### src/rtl/ts_usb_out_reader.sv
// ts_usb_out_reader
//   Drains the USB bulk-OUT endpoint buffer (EP2 OUT) one byte per cycle and
//   emits a TS byte stream (ts_usb_data + ts_usb_writereq) toward the TS filter
//   input path. Downstream backpressure comes from ts_usb_almost_full. Once a
//   buffer has been consumed the endpoint is re-armed with a one-cycle pulse.
//   With SYNC_CHECK=1, bytes are forwarded only while aligned to PKT_LEN-byte
//   packets starting with SYNC_BYTE; garbage before a sync byte is dropped.
//
// Ports
//   clk, reset_n               clock, asynchronous active-low reset
//   ep2_usb_out_has_data       endpoint buffer holds an unread packet
//   ep2_usb_out_len[10:0]      valid bytes in the buffer (0..1024)
//   ep2_usb_out_addr[10:0]     buffer read address (registered)
//   ep2_usb_out_data[7:0]      buffer read data, valid one cycle after addr
//   ep2_usb_out_arm            one-cycle pulse: buffer consumed, re-arm
//   ts_usb_data[7:0]           output TS byte
//   ts_usb_writereq            output byte strobe
//   ts_usb_almost_full         downstream has only its >=2 byte margin left
//   fifo_aclr                  synchronous clear of the alignment state
//   in_sync                    alignment locked
//   drop_cnt, sync_loss_cnt    dropped bytes / lock losses (16 bit, wrap)
//   buf_cnt                    consumed endpoint buffers (16 bit, wrap)
//   arm_timeout_cnt            re-arm handshake timeouts (8 bit, wrap)
//   state_dbg[2:0]             current FSM state encoding
//
// Handshake: a byte is read from the endpoint only in a READ cycle where
// ts_usb_almost_full is low; it appears on ts_usb_writereq exactly two cycles
// later. At most one byte is ever in flight, which the downstream margin
// absorbs, so there is no ready signal on the output side.
module ts_usb_out_reader #(
  parameter int unsigned PKT_LEN     = 188,
  parameter logic [7:0]  SYNC_BYTE   = 8'h47,
  parameter bit          SYNC_CHECK  = 1'b1,
  parameter int unsigned ARM_TIMEOUT = 15
) (
  input  logic        clk,
  input  logic        reset_n,
  input  logic        ep2_usb_out_has_data,
  input  logic [10:0] ep2_usb_out_len,
  output logic [10:0] ep2_usb_out_addr,
  input  logic [7:0]  ep2_usb_out_data,
  output logic        ep2_usb_out_arm,
  output logic [7:0]  ts_usb_data,
  output logic        ts_usb_writereq,
  input  logic        ts_usb_almost_full,
  input  logic        fifo_aclr,
  output logic        in_sync,
  output logic [15:0] drop_cnt,
  output logic [15:0] sync_loss_cnt,
  output logic [15:0] buf_cnt,
  output logic [7:0]  arm_timeout_cnt,
  output logic [2:0]  state_dbg
);

  localparam int PW = (PKT_LEN > 1) ? $clog2(PKT_LEN) : 1;
  localparam int TW = (ARM_TIMEOUT > 1) ? $clog2(ARM_TIMEOUT) : 1;

  typedef enum logic [2:0] {
    S_IDLE     = 3'd0,
    S_READ     = 3'd1,
    S_DRAIN    = 3'd2,
    S_ARM      = 3'd3,
    S_ARM_WAIT = 3'd4
  } state_t;

  state_t        state_q, state_d;
  logic [10:0]   len_q, len_d;
  logic [10:0]   addr_q, addr_d;
  logic          rd_v_q, rd_v_d;
  logic          arm_q, arm_d;
  logic [TW-1:0] timer_q, timer_d;
  logic [7:0]    data_q, data_d;
  logic          wr_q, wr_d;
  logic [PW-1:0] pkt_pos_q, pkt_pos_d;
  logic          in_sync_q, in_sync_d;
  logic [15:0]   drop_q, drop_d;
  logic [15:0]   loss_q, loss_d;
  logic [15:0]   buf_q, buf_d;
  logic [7:0]    tmo_q, tmo_d;

  // Alignment view after a same-cycle fifo_aclr: an in-flight byte is judged
  // as if it sat at packet position 0 with the lock already released.
  logic [PW-1:0] pos_eff;
  logic          sync_eff;
  logic [PW-1:0] pos_next;

  always_comb begin
    state_d = state_q;
    len_d   = len_q;
    addr_d  = addr_q;
    rd_v_d  = 1'b0;
    timer_d = timer_q;
    tmo_d   = tmo_q;

    case (state_q)
      S_IDLE: begin
        if (ep2_usb_out_has_data) begin
          if (ep2_usb_out_len != 11'd0) begin
            len_d   = ep2_usb_out_len;
            addr_d  = 11'd0;
            state_d = S_READ;
          end else begin
            state_d = S_ARM;
          end
        end
      end
      S_READ: begin
        if (!ts_usb_almost_full) begin
          rd_v_d = 1'b1;
          if (addr_q == len_q - 11'd1) begin
            state_d = S_DRAIN;
          end else begin
            addr_d = addr_q + 11'd1;
          end
        end
      end
      S_DRAIN: begin
        state_d = S_ARM;
      end
      S_ARM: begin
        timer_d = '0;
        state_d = S_ARM_WAIT;
      end
      S_ARM_WAIT: begin
        if (!ep2_usb_out_has_data) begin
          state_d = S_IDLE;
        end else if (timer_q == TW'(ARM_TIMEOUT - 1)) begin
          state_d = S_IDLE;
          tmo_d   = tmo_q + 8'd1;
        end else begin
          timer_d = timer_q + TW'(1);
        end
      end
      default: begin
        state_d = S_IDLE;
      end
    endcase

    // The arm pulse is registered so it is high exactly while in S_ARM.
    arm_d = (state_d == S_ARM);
    buf_d = arm_d ? (buf_q + 16'd1) : buf_q;
  end

  always_comb begin
    pos_eff   = fifo_aclr ? '0 : pkt_pos_q;
    sync_eff  = fifo_aclr ? 1'b0 : in_sync_q;
    pos_next  = (pos_eff == PW'(PKT_LEN - 1)) ? '0 : (pos_eff + PW'(1));
    pkt_pos_d = pos_eff;
    in_sync_d = sync_eff;
    drop_d    = drop_q;
    loss_d    = loss_q;
    wr_d      = 1'b0;
    data_d    = data_q;

    if (rd_v_q) begin
      if (!SYNC_CHECK) begin
        wr_d   = 1'b1;
        data_d = ep2_usb_out_data;
      end else if ((pos_eff != '0) || (ep2_usb_out_data == SYNC_BYTE)) begin
        wr_d      = 1'b1;
        data_d    = ep2_usb_out_data;
        pkt_pos_d = pos_next;
        in_sync_d = 1'b1;
      end else begin
        // Packet boundary without a sync byte: discard and release the lock.
        drop_d = drop_q + 16'd1;
        if (sync_eff) begin
          loss_d    = loss_q + 16'd1;
          in_sync_d = 1'b0;
        end
      end
    end
  end

  always_ff @(posedge clk or negedge reset_n) begin
    if (!reset_n) begin
      state_q   <= S_IDLE;
      len_q     <= '0;
      addr_q    <= '0;
      rd_v_q    <= 1'b0;
      arm_q     <= 1'b0;
      timer_q   <= '0;
      data_q    <= '0;
      wr_q      <= 1'b0;
      pkt_pos_q <= '0;
      in_sync_q <= 1'b0;
      drop_q    <= '0;
      loss_q    <= '0;
      buf_q     <= '0;
      tmo_q     <= '0;
    end else begin
      state_q   <= state_d;
      len_q     <= len_d;
      addr_q    <= addr_d;
      rd_v_q    <= rd_v_d;
      arm_q     <= arm_d;
      timer_q   <= timer_d;
      data_q    <= data_d;
      wr_q      <= wr_d;
      pkt_pos_q <= pkt_pos_d;
      in_sync_q <= in_sync_d;
      drop_q    <= drop_d;
      loss_q    <= loss_d;
      buf_q     <= buf_d;
      tmo_q     <= tmo_d;
    end
  end

  assign ep2_usb_out_addr = addr_q;
  assign ep2_usb_out_arm  = arm_q;
  assign ts_usb_data      = data_q;
  assign ts_usb_writereq  = wr_q;
  assign in_sync          = in_sync_q;
  assign drop_cnt         = drop_q;
  assign sync_loss_cnt    = loss_q;
  assign buf_cnt          = buf_q;
  assign arm_timeout_cnt  = tmo_q;
  assign state_dbg        = state_q;

endmodule

### config.mk
export PLATFORM = sky130hd
export DESIGN_NAME = ts_usb_out_reader
export DESIGN_NICKNAME = d
export VERILOG_FILES = /design/src/rtl/ts_usb_out_reader.sv
export SDC_FILE = /design/constraint.sdc
export NUM_CORES = 1
export LEC_CHECK = 0
export CORE_MARGIN = 10
export CORE_UTILIZATION = 55
export CTS_CLUSTER_SIZE = 28
export DETAILED_ROUTE_END_ITERATION = 7
export PLACE_DENSITY_LB_ADDON = 0.25
export REMOVE_ABC_BUFFERS = 1
export SYNTH_ARGS = -nofsm -noshare
export SYNTH_HDL_FRONTEND = slang
export SYNTH_SLANG_ARGS = --single-unit
### constraint.sdc
create_clock -name clk -period 6.25 [get_ports clk]
set_clock_uncertainty 0.1 [all_clocks]
set_input_delay 1.5625 -clock clk [delete_from_list [all_inputs] [get_ports clk]]
set_output_delay 1.5625 -clock clk [all_outputs]
set_load 0.005 [all_outputs]
-- Yosys cells after proc, flatten, opt, wreduce, memory -nomap -nowiden
Cells that the tools add are included.
- input bits: 24
- register bits after elaboration: 105
- reductions and logical operators: 13
- bitwise logic cells: 1
- eq/ne operators: 15
- $add $sub $neg: 8
- multiplexer cells: 25
- operator list (cell ; number):
    adder 16 x 1 -> 16 bit (second input constant) ; 3
    2-to-1 mux 11 bit ; 4
    2-to-1 mux 8 bit ; 4
    case mux 11 bit (2 select lines) ; 1
    adder 8 x 1 -> 8 bit (second input constant) ; 2
    2-to-1 mux 3 bit ; 5
    case mux 3 bit (5 select lines) ; 1
    inequality test 2 bit (second input constant) ; 6
    AND reduction 3 bit ; 4
    adder 11 x 1 -> 11 bit (second input constant) ; 1
    == test 11 bit ; 1
    nonzero test 11 bit ; 1
    subtractor 11 x 1 -> 11 bit (second input constant) ; 1
    == test 3 x 2 -> 1 bit (second input constant) ; 3
    == test 8 x 7 -> 1 bit (second input constant) ; 1
    == test 8 bit (second input constant) ; 1
    2-to-1 mux 4 bit ; 2
    case mux 4 bit (2 select lines) ; 1
    nonzero test 8 bit ; 1
    2-to-1 mux 1 bit ; 6
    AND reduction 5 bit ; 1
    adder 4 x 1 -> 4 bit (second input constant) ; 1
    == test 4 bit (second input constant) ; 1
    AND reduction 2 bit ; 2
    other kinds (7) ; 8

-- Logic depth before layout (Yosys ltp)
- word-level depth: 6
- depth in mapped cells: 11
- gate-level depth less buffers: 9

-- Least setup slack after synthesis
OpenSTA, ideal clock, no wires.
- path type: input-to-reg
- start point: in fifo_aclr
- end point: reg loss_q[6] (netlist: sync_loss_cnt[6])
- arrival time: 3422 ps
- stages: 10
- setup slack: 2605 ps
- cell sequence: clkbuf_1 nand2b_1 ha_1 o21ai_0 nor3b_2 and2_1 and3_1 clkbuf_1 nand4_1 xnor2_1
- word-level cells in the longest chain between the ends: 5
- elaborated cells on any way between the ends: 6
- those cells by class: mux (2); bitwise (1); reduce/logical (3)
- RTL lines (element ; line ; source):
    start: declaration ; 46 ; input logic fifo_aclr,
    2-to-1 mux 8 bit ; 145 ; pos_eff = fifo_aclr ? '0 : pkt_pos_q;
    nonzero test 8 bit ; 159 ; end else if ((pos_eff != '0) || (ep2_usb_out_data == SYNC_BYTE)) begin
    logical OR 1 bit ; 159 ;
    inverter 1 bit (no line) ; - ;
    AND reduction 3 bit (no line) * ; - ;
    end signal: assignment ; 203 ; loss_q <= loss_d;
    end: declaration ; 77 ; logic [15:0] loss_q, loss_d;
Every way passes the cells marked *; elsewhere a longest branch is shown, timed or not.
A chain may end at the register's enable or synchronous reset.

-- Worst setup path after layout
- start point: in fifo_aclr
- end point: reg drop_q[14] (netlist: drop_cnt[14])
- word-level cells in the longest chain between the ends: 5
- RTL lines (element ; line ; source):
    2-to-1 mux 8 bit ; 145 ;
    nonzero test 8 bit ; 159 ;
    logical OR 1 bit ; 159 ;
    inverter 1 bit (no line) ; - ;
    AND reduction 2 bit (no line) ; - ;
    end signal: assignment ; 202 ; drop_q <= drop_d;
    end: declaration ; 76 ; logic [15:0] drop_q, drop_d;
Every way passes these cells.

==> results.ini <==
[timing]
rsz0062_at_grt = false
hold_violations = 0
fin_ws_ns = 2.31
period_share_pct = 63.0
fmax_mhz = 254
tns_ns = 0
relSlewSlack_pct = 47.8
slew_violations = 0
finalCriticalPeriod_ns = 3.94
finalSetupViolations = 0
worst_pin_slew_ns = 0.782

[logic_synthesis]
synth_cell_types = 54
syn-instance-count = 479
synth_area_um2 = 5080
synth_flop_cell = dfrtp_1
yosysWarnings = 0
netlist.area_leader.share_pct = 51.8
ys_seq_area_share_pct = 51.8
synthArstFlopShare_pct = 100
synth_edf_count = 0
synth_area_leaders = dfrtp_1, xnor2_1, nand2_1
avgSynthCellArea_um2 = 10.6
yosysTopAreaCell = dfrtp_1
ys_ff_latch = 105

[place]
io_buffers = 104
dp_cells = 682
place_congestion = 0.856
dp_slack_ns = 1.94
dpl.hpwl_um = 8700

[floorplanning]
row_count = 34
dieWidth_um = 116
io_pins = 105
start_util_pct = 57.4
core_area_um2 = 8850
die_area_um2 = 13500
die_y_um = 116

[global_route]
grt_first_pass_wirelength_um = 19500
grt_overflow_total = 0
antenna_found_initial = 0
grtUsageTotal_pct = 17.6
grt_max_degree = 64
grt_pass1_vias = 4097

[clock_tree]
cts_buffers = 9
cts_root_buffer = clkbuf_8
insertion_delay_ns = 0.36
cts_buffer_depth = 2
cts_tree = built
holdBufCountCts = 0
cts_num_sinks = 105
htreeDepth = 3
post_cts_resize_count = 0
post-cts-setup-buffers = 0
clk_pin_slew_worst_paths_ns = 0.10

[setup_path]
end_kind = register
r2r_cells = 9
start_kind = input pin
path_class = in2reg
crit_required_ns = 6.39
crit_fanout = 11
arrival_ns = 4.08

[final_layout]
stdcell_count = 696
diodes = 0
nNetsFinal = 619
drive_gt1_share_pct = 7.65
post-route-util_pct = 72.8
syn2layout_area_growth_pct = 27.0

[detailed_routing]
wl_per_cell_um = 16.7
via_per_inst = 5.64
dr.pass1.iters = 4
vias = 3922
drc = 0
wirelength_um = 11600
first_iter_violations = 219
antenna_left = 0

[flow_run]
maxCapViolations = 0

[worst_hold_path]
hp-class = reg2reg
hold_path_depth = 1

[power_and_ir_drop]
power_density_nw_per_um2 = 305
leakage_nw = 2.89
vdd_drop_max_v = 0.000238

[status]
status = complete, no violations

==> cell type report <==
type	count	area, um2
clock buffer	9	124
fill	660	2400
multi-input combinational	354	2360
timing repair buffer	107	1060
sequential	105	2630
inverter	8	30.0
clock inverter	5	104
tap	108	135
==> state kept, by name (all words and copies together) (netlist names) <==
signal,flops
in_sync,1
ep2_usb_out_addr,11
arm_timeout_cnt,8
ts_usb_writereq,1
timer_q,4
len_q,11
rd_v_q,1
state_dbg,3
buf_cnt,16
drop_cnt,16
ts_usb_data,8
pkt_pos_q,8
ep2_usb_out_arm,1
sync_loss_cnt,16
==> stage by stage <==
step           cell area, um2  power, W  hold slack [ns]
6_report                 6440   0.00196            0.375
5_1_grt                  6440   0.00208            0.402
4_1_cts                  6440   0.00197            0.380
3_5_place_dp             6220   0.00148            0.366
3_3_place_gp             6220   0.00145            0.357
2_1_floorplan            5010   0.00122            0.365
==> metal layers <==
metal  global-route usage, %  vias to the layer above  wire, um
met3                    4.29                       13       776
met2                    29.2                      102      5630
met5                       0                        -         0
met1                    22.1                     1921      5080
li1                        -                     1886         -
met4                    5.84                        0       142
==> cells in the mapped netlist (9+ instances only) <==
cell type,instances
dfrtp_1,105
nand2_1,66
xnor2_1,51
nand3_1,26
nor2_1,26
xor2_1,19
nand4_1,18
and3_1,15
mux2_2,14
a21oi_1,11
o21ai_0,11
ha_1,10
clkbuf_1,9
nor3_1,9
==> layout by cell type (no fill, tap or decap), types with 6 or more instances in the layout <==
master	instances
dfrtp_1	105
clkdlybuf4s50_1	103
nand2_1	66
xnor2_1	51
nor2_1	26
nand3_1	26
xor2_1	19
nand4_1	18
and3_1	15
mux2_2	14
a21oi_1	11
o21ai_0	11
ha_1	10
nor3_1	9
clkbuf_8	9
nand2b_1	8
inv_1	8
and4_1	6
==> critical path, stage by stage <==
cell	delay (ns)
clkdlybuf4s50_1	0.69
nand2b_1	0.23
ha_1	0.16
o21ai_0	0.14
nor3b_2	0.44
nand2_1	0.19
nor3_1	0.36
nand4_1	0.17
xnor2_1	0.15
==> worst paths after layout <==
path / from / slack (ns) / endpoint
worst max-delay path: fifo_aclr / 2.31 / drop_cnt[14]$_DFFE_PN0P_
worst min-delay path: arm_timeout_cnt[7]$_DFFE_PN0P_ / 0.38 / arm_timeout_cnt[7]$_DFFE_PN0P_
worst max register to register: len_q[0]$_DFFE_PN0P_ / 3.08 / ep2_usb_out_addr[1]$_DFFE_PN0P_
worst min register to register: arm_timeout_cnt[7]$_DFFE_PN0P_ / 0.38 / arm_timeout_cnt[7]$_DFFE_PN0P_
max in group asynchronous: reset_n / 3.81 / ep2_usb_out_addr[7]$_DFFE_PN0P_
min in group asynchronous: reset_n / 1.06 / sync_loss_cnt[9]$_DFFE_PN0P_
==> logic make-up (layout without fill, tap and decap cells) <==
kind of cell | Yosys count | count (layout) | synth area share, %
compound gates | 43 | 43 | 5.79
mux | 18 | 18 | 3.89
simple gates | 213 | 213 | 22.2
fa+ha+maj | 10 | 10 | 2.46
buf+inv | 20 | 129 | 1.80
xor+xnor | 70 | 70 | 12.1
flops | 105 | 105 | 51.8
==> report_power, final <==
part,total (W),switching [W],internal (W)
Sequential,0.000930,0.000152,0.000779
Combinational,0.000544,0.000246,0.000298
Clock,0.000489,0.000226,0.000263
Total,0.00196,0.000624,0.00134
No activity file was read; power rests on OpenSTA's default activity.
